### src/rtl/interconnect_cfg_pkg.sv
// rtl/interconnect_cfg_pkg.sv - shared constants and state type for the interconnect config loader
package interconnect_cfg_pkg;

    localparam int SEL_W = 6;
    localparam int SEL_MAX = 39;
    localparam logic [7:0] SYNC_WORD = 8'hA5;

    typedef enum logic [2:0] {
        IDLE,
        SYNC,
        LOAD,
        CHECK,
        DONE,
        ERROR
    } cfg_state_t;

    function automatic logic sel_illegal(input logic [SEL_W-1:0] sel);
        return sel > SEL_W'(SEL_MAX);
    endfunction

endpackage

### src/rtl/cfg_sync_detect.sv
// rtl/cfg_sync_detect.sv - 8-bit serial sync word detector with clear
module cfg_sync_detect
    import interconnect_cfg_pkg::*;
(
    input  logic clk,
    input  logic rst,
    input  logic clear,
    input  logic shift_en,
    input  logic bit_in,
    output logic match
);

    logic [7:0] shifter;
    logic [7:0] shifter_next;

    // First-received bit ends up at the MSB; match looks at the value being loaded this edge
    assign shifter_next = {shifter[6:0], bit_in};
    assign match = shift_en && (shifter_next == SYNC_WORD);

    always_ff @(posedge clk) begin
        if (rst || clear) begin
            shifter <= '0;
        end else if (shift_en) begin
            shifter <= shifter_next;
        end
    end

endmodule

### src/rtl/interconnect_cfg_loader.sv
// rtl/interconnect_cfg_loader.sv - framed serial loader for per-CLB interconnect mux selects
module interconnect_cfg_loader
    import interconnect_cfg_pkg::*;
#(
    parameter int N_INP = 4
) (
    input  logic                     clk,
    input  logic                     rst,
    input  logic                     cfg_start,
    input  logic                     cfg_valid,
    input  logic                     cfg_data,
    output logic [N_INP*SEL_W-1:0]   interconnect_switch,
    output logic                     prgm_b,
    output logic                     CLB_prgm_b,
    output logic                     cfg_busy,
    output logic                     cfg_err
);

    localparam int PAY_W = N_INP * SEL_W;
    localparam int CNT_W = $clog2(PAY_W + 2);
    localparam int FC_W  = $clog2(SEL_W);

    cfg_state_t        state;
    logic [PAY_W-1:0]  shadow;
    logic [CNT_W-1:0]  bit_cnt;
    logic [FC_W-1:0]   fld_cnt;
    logic [SEL_W-2:0]  fld_acc;
    logic              parity;
    logic              illegal;
    logic              sync_shift;
    logic              sync_match;
    logic [SEL_W-1:0]  fld_next;

    assign fld_next   = {fld_acc, cfg_data};
    assign sync_shift = (state == SYNC) && cfg_valid && !cfg_start;

    cfg_sync_detect u_sync_detect (
        .clk      (clk),
        .rst      (rst),
        .clear    (cfg_start),
        .shift_en (sync_shift),
        .bit_in   (cfg_data),
        .match    (sync_match)
    );

    always_ff @(posedge clk) begin
        if (rst) begin
            state               <= IDLE;
            interconnect_switch <= '0;
            prgm_b              <= 1'b0;
            CLB_prgm_b          <= 1'b1;
            cfg_busy            <= 1'b0;
            cfg_err             <= 1'b0;
            shadow              <= '0;
            bit_cnt             <= '0;
            fld_cnt             <= '0;
            fld_acc             <= '0;
            parity              <= 1'b0;
            illegal             <= 1'b0;
        end else if (cfg_start) begin
            // Abort whatever is in flight; the committed selects stay on the bus
            state      <= SYNC;
            prgm_b     <= 1'b0;
            CLB_prgm_b <= 1'b1;
            cfg_busy   <= 1'b1;
            cfg_err    <= 1'b0;
            shadow     <= '0;
            bit_cnt    <= '0;
            fld_cnt    <= '0;
            fld_acc    <= '0;
            parity     <= 1'b0;
            illegal    <= 1'b0;
        end else begin
            case (state)
                IDLE: ;
                SYNC: begin
                    if (sync_match) begin
                        state   <= LOAD;
                        shadow  <= '0;
                        bit_cnt <= '0;
                        fld_cnt <= '0;
                        fld_acc <= '0;
                        parity  <= 1'b0;
                        illegal <= 1'b0;
                    end
                end
                LOAD: begin
                    if (cfg_valid) begin
                        bit_cnt <= bit_cnt + 1'b1;
                        parity  <= parity ^ cfg_data;
                        if (bit_cnt == CNT_W'(PAY_W)) begin
                            state <= CHECK;
                        end else if (fld_cnt == FC_W'(SEL_W - 1)) begin
                            // Completed fields enter at the top, so field 0 ends up in the low slot
                            shadow  <= {fld_next, shadow[PAY_W-1:SEL_W]};
                            fld_acc <= '0;
                            fld_cnt <= '0;
                            if (sel_illegal(fld_next)) begin
                                illegal <= 1'b1;
                            end
                        end else begin
                            fld_acc <= fld_next[SEL_W-2:0];
                            fld_cnt <= fld_cnt + 1'b1;
                        end
                    end
                end
                CHECK: begin
                    cfg_busy <= 1'b0;
                    if (!parity && !illegal) begin
                        interconnect_switch <= shadow;
                        prgm_b              <= 1'b1;
                        CLB_prgm_b          <= 1'b0;
                        state               <= DONE;
                    end else begin
                        cfg_err <= 1'b1;
                        state   <= ERROR;
                    end
                end
                DONE: ;
                ERROR: ;
                default: begin
                    state    <= IDLE;
                    cfg_busy <= 1'b0;
                end
            endcase
        end
    end

endmodule

### config.mk
export PLATFORM = sky130hd
export DESIGN_NAME = interconnect_cfg_loader
export DESIGN_NICKNAME = d
export VERILOG_FILES = /design/src/rtl/interconnect_cfg_pkg.sv /design/src/rtl/cfg_sync_detect.sv /design/src/rtl/interconnect_cfg_loader.sv
export SDC_FILE = /design/constraint.sdc
export NUM_CORES = 1
export LEC_CHECK = 0
export ABC_AREA = 1
export BUFFER_PORTS_ARGS = -buffer_cell sky130_fd_sc_hd__buf_2
export CAP_MARGIN = 25
export CELL_PAD_IN_SITES_DETAIL_PLACEMENT = 0
export CELL_PAD_IN_SITES_GLOBAL_PLACEMENT = 1
export CORE_ASPECT_RATIO = 0.8
export CORE_MARGIN = 2
export CORE_UTILIZATION = 38
export DETAILED_ROUTE_END_ITERATION = 6
export PLACE_DENSITY = 0.85
export SYNTH_ARGS = -nofsm -noshare
export SYNTH_HDL_FRONTEND = slang
export SYNTH_SLANG_ARGS = --single-unit
### constraint.sdc
create_clock -name clk -period 1.7 [get_ports clk]
set_clock_uncertainty 0.15 [all_clocks]
set_input_delay 0 -clock clk [delete_from_list [all_inputs] [get_ports clk]]
set_output_delay 0 -clock clk [all_outputs]
set_load 0.01 [all_outputs]
==> key figures, run 1 <==
Worst setup path
  • Reg2Reg Depth: 10
  • Worst-path fanout max: 8
  • Critical R2R Capture: shadow[9]
  • RR Startpoint: bit_cnt[0]
  • Slowest cell on the critical path: dfxtp_2
  • Most used cell, CP: nand2_2
  • Worst Setup End Kind: flop
  • R2R setup slack: 0.01 ns
  • Cell family with most CP delay: simple AND/OR/NAND/NOR gates
  • Critical setup path kind: reg2reg
  • WP data required: 1.80 ns
  • Worst Path Arrival: between 1.5 and 2 ns
  • Crit-path max cell delay: 0.34 ns
  • CP bufs+invs: 3
  • Worst setup SP type: flop
  • CP Cell Sequence: inv_2 > ha_2 > nand4_1 > nand2_2 > nand2_2 > nand4_4 > buf_12 > buf_8 > o21bai_1 > nor2_1

Synthesis
  • Synthesized Nets: 451
  • Sequential fraction of the synthesis area: 0.4735
  • Synth Instances: 444
  • Distinct cells, synth: 24
  • FF+latch count, synth: 77
  • Synth top area cells: dfxtp_1, nand2_1, nor2_1
  • Post-synth top area cell: dfxtp_1
  • Syn Std Cell Area: between 0.003 and 0.004 mm^2
  • Yosys Warn Count: 0
  • Syn Area/Cell: 7.332 um^2
  • Area share of the largest cell type after synthesis: 0.4735

Timing
  • Worst-Margin Slew: 0.3555 ns
  • RSZ-0062 raised after global routing: yes
  • Tcrit/Tclk final: 0.9937
  • Post-layout minimum cycle time: about 1.7 ns
  • Max-slew violations: 0
  • Slew HR: 0.7630
  • Fmax: 592.0 MHz
  • Final setup viols: 0
  • Final Hold Vio Count: 0
  • PnR worst setup slack: 0.01078 ns

Clocking
  • Clk sinks: 77
  • Root buf cell: clkbuf_8
  • Worst-Skew Late Latency: 0.35 ns
  • Total CTS buffers: 9
  • CTS tree: built
  • Clock-pin slew on the worst setup and hold paths: roughly 0.090 ns
  • H-tree level count: 3
  • CTS max path bufs: 2

Finish
  • Layout Nets: between 500 and 600
  • Area Overhead vs Synth: 34.82%
  • Share of cells above drive strength 1: 0.3198
  • Ant diodes: 0
  • Fillers: 795

Min path
  • Worst min-delay path category: reg2reg
  • Hold EP: CLB_prgm_b
  • Worst hold start: CLB_prgm_b
  • Hold depth: 2

Global routing
  • Via count of the first global-routing pass: 2575
  • Gr ovfl total: 0
  • GRT Total Usage: 0.1645
  • Initial antenna violation count: 0
  • Pin count of the biggest net entering global routing: 49
  • Global-route wire length before repair: approximately 12000 um

Placement
  • Pre-CTS setup slack: -0.003929 ns
  • I/O Buffers: 32
  • DP HPWL: ~4800 um
  • Gpl congestion: 0.8261

Route
  • DR iter-0 viols: about 180
  • Post-route DRC: 0
  • Via count: 2960
  • Via density: 4.691
  • Final WL: between 7000 and 8000 um
  • Wirelength per Cell: around 13 um
  • Detail Route Antenna Nets: 0
  • Drt pass-1 iters: 4

Power
  • P_leak: 1.854 nW
  • Power Density: about 880 mW/mm^2
  • Peak VDD IR: 0.4070 mV
  • Total chip power: 3.884 mW

Floorplan
  • # rows: 30
  • Die area: approximately 0.0093 mm^2
  • Die Wd: 107.5 um
  • Die Y: about 87 um
  • Starting Density: 0.3872
  • IO Count: 33
  • Core Box Area: 0.008408 mm^2

Run
  • Max_cap viols: 0

Outcome
  • Outcome: finished clean
report_power, final:
group          leakage [nW]  switching (mW)  internal [mW]
Sequential            0.625          0.0291           1.86
Clock                0.0921           0.744          0.552
Combinational          1.14           0.390          0.313
Total                  1.85            1.16           2.72
cell families (layout without fill, tap and decap cells):
kind of cell	count (synthesis)	after routing	synth area share
AND/OR/NAND/NOR	190	190	0.2364
AO/OA/AOI/OAI	89	89	0.1695
buffers and inverters	84	159	0.1076
flip-flops	77	77	0.4735
adder cells (fa/ha/maj)	2	2	0.007685
XOR/XNOR	2	2	0.005381
registers in the layout, summed over array words and instances (netlist names):
name                   cells
CLB_prgm_b                 1
bit_cnt                    5
cfg_busy                   1
cfg_err                    1
fld_acc                    5
fld_cnt                    3
illegal                    1
interconnect_switch       24
parity                     1
prgm_b                     1
shadow                    24
state                      3
u_sync_detect.shifter      7
routing by layer:
| layer | vias up | track usage | part of all wire |
|---|---|---|---|
| met5 | - | 0 | 0 |
| met4 | 0 | 0.05711 | 0.011 |
| met3 | 9 | 0.04211 | 0.039 |
| met2 | 50 | 0.2487 | 0.45 |
| met1 | 1344 | 0.2283 | 0.50 |
| li1 | 1557 | - | - |
worst max-delay path by stage:
| stage | startpoint | end | slack (ns) | depth (start not counted) |
|---|---|---|---|---|
| after global routing | bit_cnt[0] | shadow[14] | -0.10 | 11 |
| after CTS | bit_cnt[0] | fld_acc[3] | 0.01 | 10 |
| after global placement | u_sync_detect.shifter[2] | illegal | -0.008 | 10 |
| after detailed placement | u_sync_detect.shifter[2] | illegal | -0.004 | 10 |
| after floorplan | bit_cnt[0] | shadow[14] | 0.06 | 10 |
| final | bit_cnt[0] | shadow[9] | 0.01 | 10 |
cell usage after synthesis:
cell and count:
nand2_1 87, dfxtp_1 77, nor2_1 75, inv_1 61
a21oi_1 35, a211oi_1 24, o21ai_0 17, nand3_1 12
buf_2 10, a21oi_2 8, clkbuf_1 8, nand4_1 6
nor3_1 4, o21bai_1 4, buf_6 3, ha_1 2
nor2_2 2, or2_2 2, xor2_1 2, clkinv_1 1
inv_2 1, nand4_2 1, nor4_1 1, o21bai_2 1
stage by stage:
stage | cell area (um^2) | hold WS (ns) | TNS [ns] | utilization | instances
after floorplan | 3256 | 0.04326 | 0 | - | 444
after global placement | 3680 | 0.2154 | -0.007885 | 0.4376 | 595
after detailed placement | 3680 | 0.2230 | -0.005571 | 0.4376 | 595
after CTS | 3956 | 0.3094 | 0 | 0.4705 | 616
after global routing | 4389 | 0.3238 | -1.513 | 0.5220 | 631
final | 4389 | 0.3092 | 0 | 0.5220 | 631
worst reg2reg max path, cell delays in order, from the launching register on:
cell	delay, ns
dfxtp_2	0.34
inv_2	0.04
ha_2	0.17
nand4_1	0.12
nand2_2	0.07
nand2_2	0.10
nand4_4	0.09
buf_12	0.17
buf_8	0.13
o21bai_1	0.14
nor2_1	0.07
what timing repair did:
action,4_1_cts,5_1_grt
gates resized for setup,8,72
endpoints found under the setup margin,18,68
endpoints found under the hold margin,11,0
pin swaps,1,25
setup buffers,0,10
cloned,1,5
hold buffers,4,0
cell type report:
class / instances / area [um^2] / share of cell area
flip-flops and latches: 77 / 1548 / 0.3526
clock buffers: 9 / 123.9 / 0.02822
multi-input cells: 283 / 1598 / 0.3640
clock inverters: 7 / 58.81 / 0.01340
well taps: 112 / 140.1 / 0.03193
inverters: 63 / 239.0 / 0.05445
repair buffers: 80 / 681.9 / 0.1554
layout by cell type (no fill, tap or decap), types with 3 or more instances in the layout:
cell            n
a211oi_1       24
a21oi_1        23
a21oi_2        19
buf_12          3
buf_2          33
buf_4          30
buf_6           3
clkbuf_16       4
clkbuf_8        9
dfxtp_1        72
dfxtp_2         5
dlygate4sd3_1   4
inv_1          54
inv_2           7
nand2_1        69
nand2_2        14
nand2_4         4
nand3_1         8
nand3_2         3
nand4_1         6
nor2_1         66
nor2_2          8
nor2_4          3
nor3_1          3
o21ai_0        17
o21bai_1        4
Note: power is estimated with default switching activity, not from simulation.
==> run 2, diff against run 1 <==
Settings changed: CAP_MARGIN 25 to 0, GPL_TIMING_DRIVEN from default to 0.
==> run 2 against run 1 <==
Compared with the run above: the flow now finishes with violations (negative setup slack); register-to-register slack about the same; critical path depth unchanged; global-route usage increased by 1.2 points; design area decreased by 3.5%; utilization decreased by 1.8 points; maximum frequency decreased by 0.75%; non-clock buffer count decreased by 5; power increased by 5.3%; final cell count decreased by 0.79%; critical endpoint is now shadow[12]; highest routed layer unchanged.
==> key figures, run 2 (synthesis results as in run 1) <==
Clocking
  • H-tree level count: 3 (unchanged)
  • Total CTS buffers: 9 (unchanged)
  • CTS max path bufs: 2 (unchanged)
  • Worst-Skew Late Latency: 0.36 ns (about the same)
  • CTS tree: built
  • Clk sinks: 77 (unchanged)
  • Root buf cell: clkbuf_8
  • Clock-pin slew on the worst setup and hold paths: 0.08 ns (about the same)

Global routing
  • GRT Total Usage: 0.1761 (+0.01161)
  • Gr ovfl total: 0 (unchanged)
  • Initial antenna violation count: 0 (unchanged)
  • Pin count of the biggest net entering global routing: 15 (-69%)
  • Via count of the first global-routing pass: 2563 (-0.47%)
  • Global-route wire length before repair: 12620 um (+4.4%)

Placement
  • DP HPWL: 5367 um (+11%)
  • I/O Buffers: 31 (-3.1%)
  • Gpl congestion: 0.8229 (-0.39%)
  • Pre-CTS setup slack: -0.2321 ns (-0.2281 ns)
  • Post-placement cell count: 587 (-1.3%)
  • Cell Area, Placed: 0.003551 mm^2 (-3.5%)

Timing
  • PnR worst setup slack: -0.002009 ns (-0.01279 ns)
  • Post-layout minimum cycle time: 1.702 ns (+0.01279 ns)
  • Tcrit/Tclk final: 1.001 (+0.007521)
  • Worst-Margin Slew: 0.6147 ns (+0.2592 ns)
  • RSZ-0062 raised after global routing: yes
  • Final setup viols: 1 (+1)
  • Max-slew violations: 0 (unchanged)
  • Slew HR: 0.5902 (-0.1728)
  • Fmax: 587.5 MHz (-0.75%)
  • Final Hold Vio Count: 0 (unchanged)

Outcome
  • Outcome: complete, but fails checks
  • Failing checks: negative setup slack

Finish
  • Ant diodes: 0 (unchanged)
  • Layout Nets: 516 (-0.96%)
  • Fillers: 835 (+5.0%)
  • Register area: 0.001554 mm^2 (+0.40%)
  • Non-Filler Instances: 626 (-0.79%)
  • Most common cell after layout, fill and taps aside: nand2_1
  • Multi-input logic area: 0.001528 mm^2 (-4.4%)
  • Most frequent cells in the layout: nand2_1, dfxtp_1, nor2_1, inv_1, buf_2
  • Area Overhead vs Synth: 30.09%
  • Design Area, Final: 0.004235 mm^2 (-3.5%)
  • Post-layout util: 0.5037 (-0.01830)
  • Share of cells above drive strength 1: 0.2646 (-0.05525)
  • Top flop regs: interconnect_switch (24), shadow (24), u_sync_detect.shifter (7)

Route
  • Drt pass-1 iters: 4 (unchanged)
  • Detail Route Antenna Nets: 0 (unchanged)
  • Via count: 2946 (-0.47%)
  • Wirelength per Cell: 13.35 um (+6.1%)
  • Post-route DRC: 0 (unchanged)
  • Final WL: 8360 um (+5.2%)
  • Via density: 4.706 (+0.32%)
  • DR iter-0 viols: 117 (-34%)

Floorplan
  • IO Count: 33 (unchanged)
  • # rows: 30 (unchanged)
  • Die Y: 86.79 um (unchanged)
  • Die Wd: 107.5 um (unchanged)
  • Starting Density: 0.3872 (unchanged)
  • Die area: 0.009329 mm^2 (unchanged)
  • Core Box Area: 0.008408 mm^2 (unchanged)

Worst setup path
  • Worst-path fanout max: 8 (unchanged)
  • Slowest cell on the critical path: dfxtp_2
  • WP data required: 1.81 ns (about the same)
  • CP Cell Sequence: inv_2 > ha_2 > nand4_1 > nand2_1 > nand2_2 > nand4_4 > buf_8 > clkbuf_16 > a21oi_2 > nor2_1
  • Critical setup path kind: reg2reg
  • Worst Path Arrival: 1.81 ns (+0.02 ns)
  • Crit-path max cell delay: 0.35 ns (about the same)
  • CP bufs+invs: 3 (unchanged)
  • Worst setup SP type: flop
  • Cell family with most CP delay: simple AND/OR/NAND/NOR gates
  • Worst Setup End Kind: flop

Power
  • P_leak: 1.798 nW (-3.0%)
  • Peak VDD IR: 0.3681 mV (-9.5%)
  • Power Density: 965.4 mW/mm^2 (+9.1%)

Run
  • Max_cap viols: 0 (unchanged)

Min path
  • Worst min-delay path category: in2reg
[run 2: worst reg2reg max path, delay by kind of cell, from the launching register on]
kind	cells	cell delay, ns
flops	1	0.35
simple gates	5	0.45
buf+inv	3	0.37
compound gates	1	0.11
fa+ha+maj	1	0.15
[run 2: cell type report]
type	count	area share
buffer	21	0.03900
clock buffer	9	0.02925
clock inverter	7	0.02275
inverter	63	0.05731
multi-input combinational	283	0.3607
sequential	77	0.3669
tap	112	0.03309
timing repair buffer	54	0.09099
[run 2: what timing repair did]
item | CTS | global route
hold endpoints to repair | 13 | 0
gates resized for setup | 23 | 55
setup buffers | 6 | 8
gates cloned | 0 | 3
hold buffers | 6 | 0
pin swaps | 4 | 10
setup endpoints to repair | 59 | 63
[run 2: worst paths after layout]
check,startpoint,endpoint,slack [ns],cells after the start
max,bit_cnt[0],shadow[12],-0.002,10
min,rst,cfg_err,0.18,5
max reg2reg,bit_cnt[0],shadow[12],-0.002,10
min reg2reg,prgm_b,prgm_b,0.31,2
[run 2: where the power goes]
| part | switching (mW) | leakage, nW | total [mW] | internal [mW] |
|---|---|---|---|---|
| logic | 0.377 | 1.06 | 0.655 | 0.278 |
| registers | 0.0344 | 0.626 | 1.89 | 1.86 |
| clock network | 0.710 | 0.114 | 1.54 | 0.834 |
| total | 1.12 | 1.80 | 4.09 | 2.97 |
[run 2: through the flow]
step	power (mW)	hold WS [ns]	TNS, ns
finish	4.089	0.1765	-0.002009
global route	4.264	0.2055	-2.627
CTS	3.987	0.1659	0
detailed placement	2.375	0.2318	-8.788
global placement	2.370	0.2130	-7.730
floorplan	2.261	0.04326	0
[run 2: metal layers]
layer / vias to the layer above / routed length (um) / part of all wire / GRT usage
met3: 12 / 348 / 0.042 / 0.05789
li1: 1547 / - / - / -
met1: 1342 / 4091 / 0.49 / 0.2421
met5: - / 0 / 0 / 0
met2: 45 / 3815 / 0.46 / 0.2699
met4: 0 / 105 / 0.013 / 0.03963
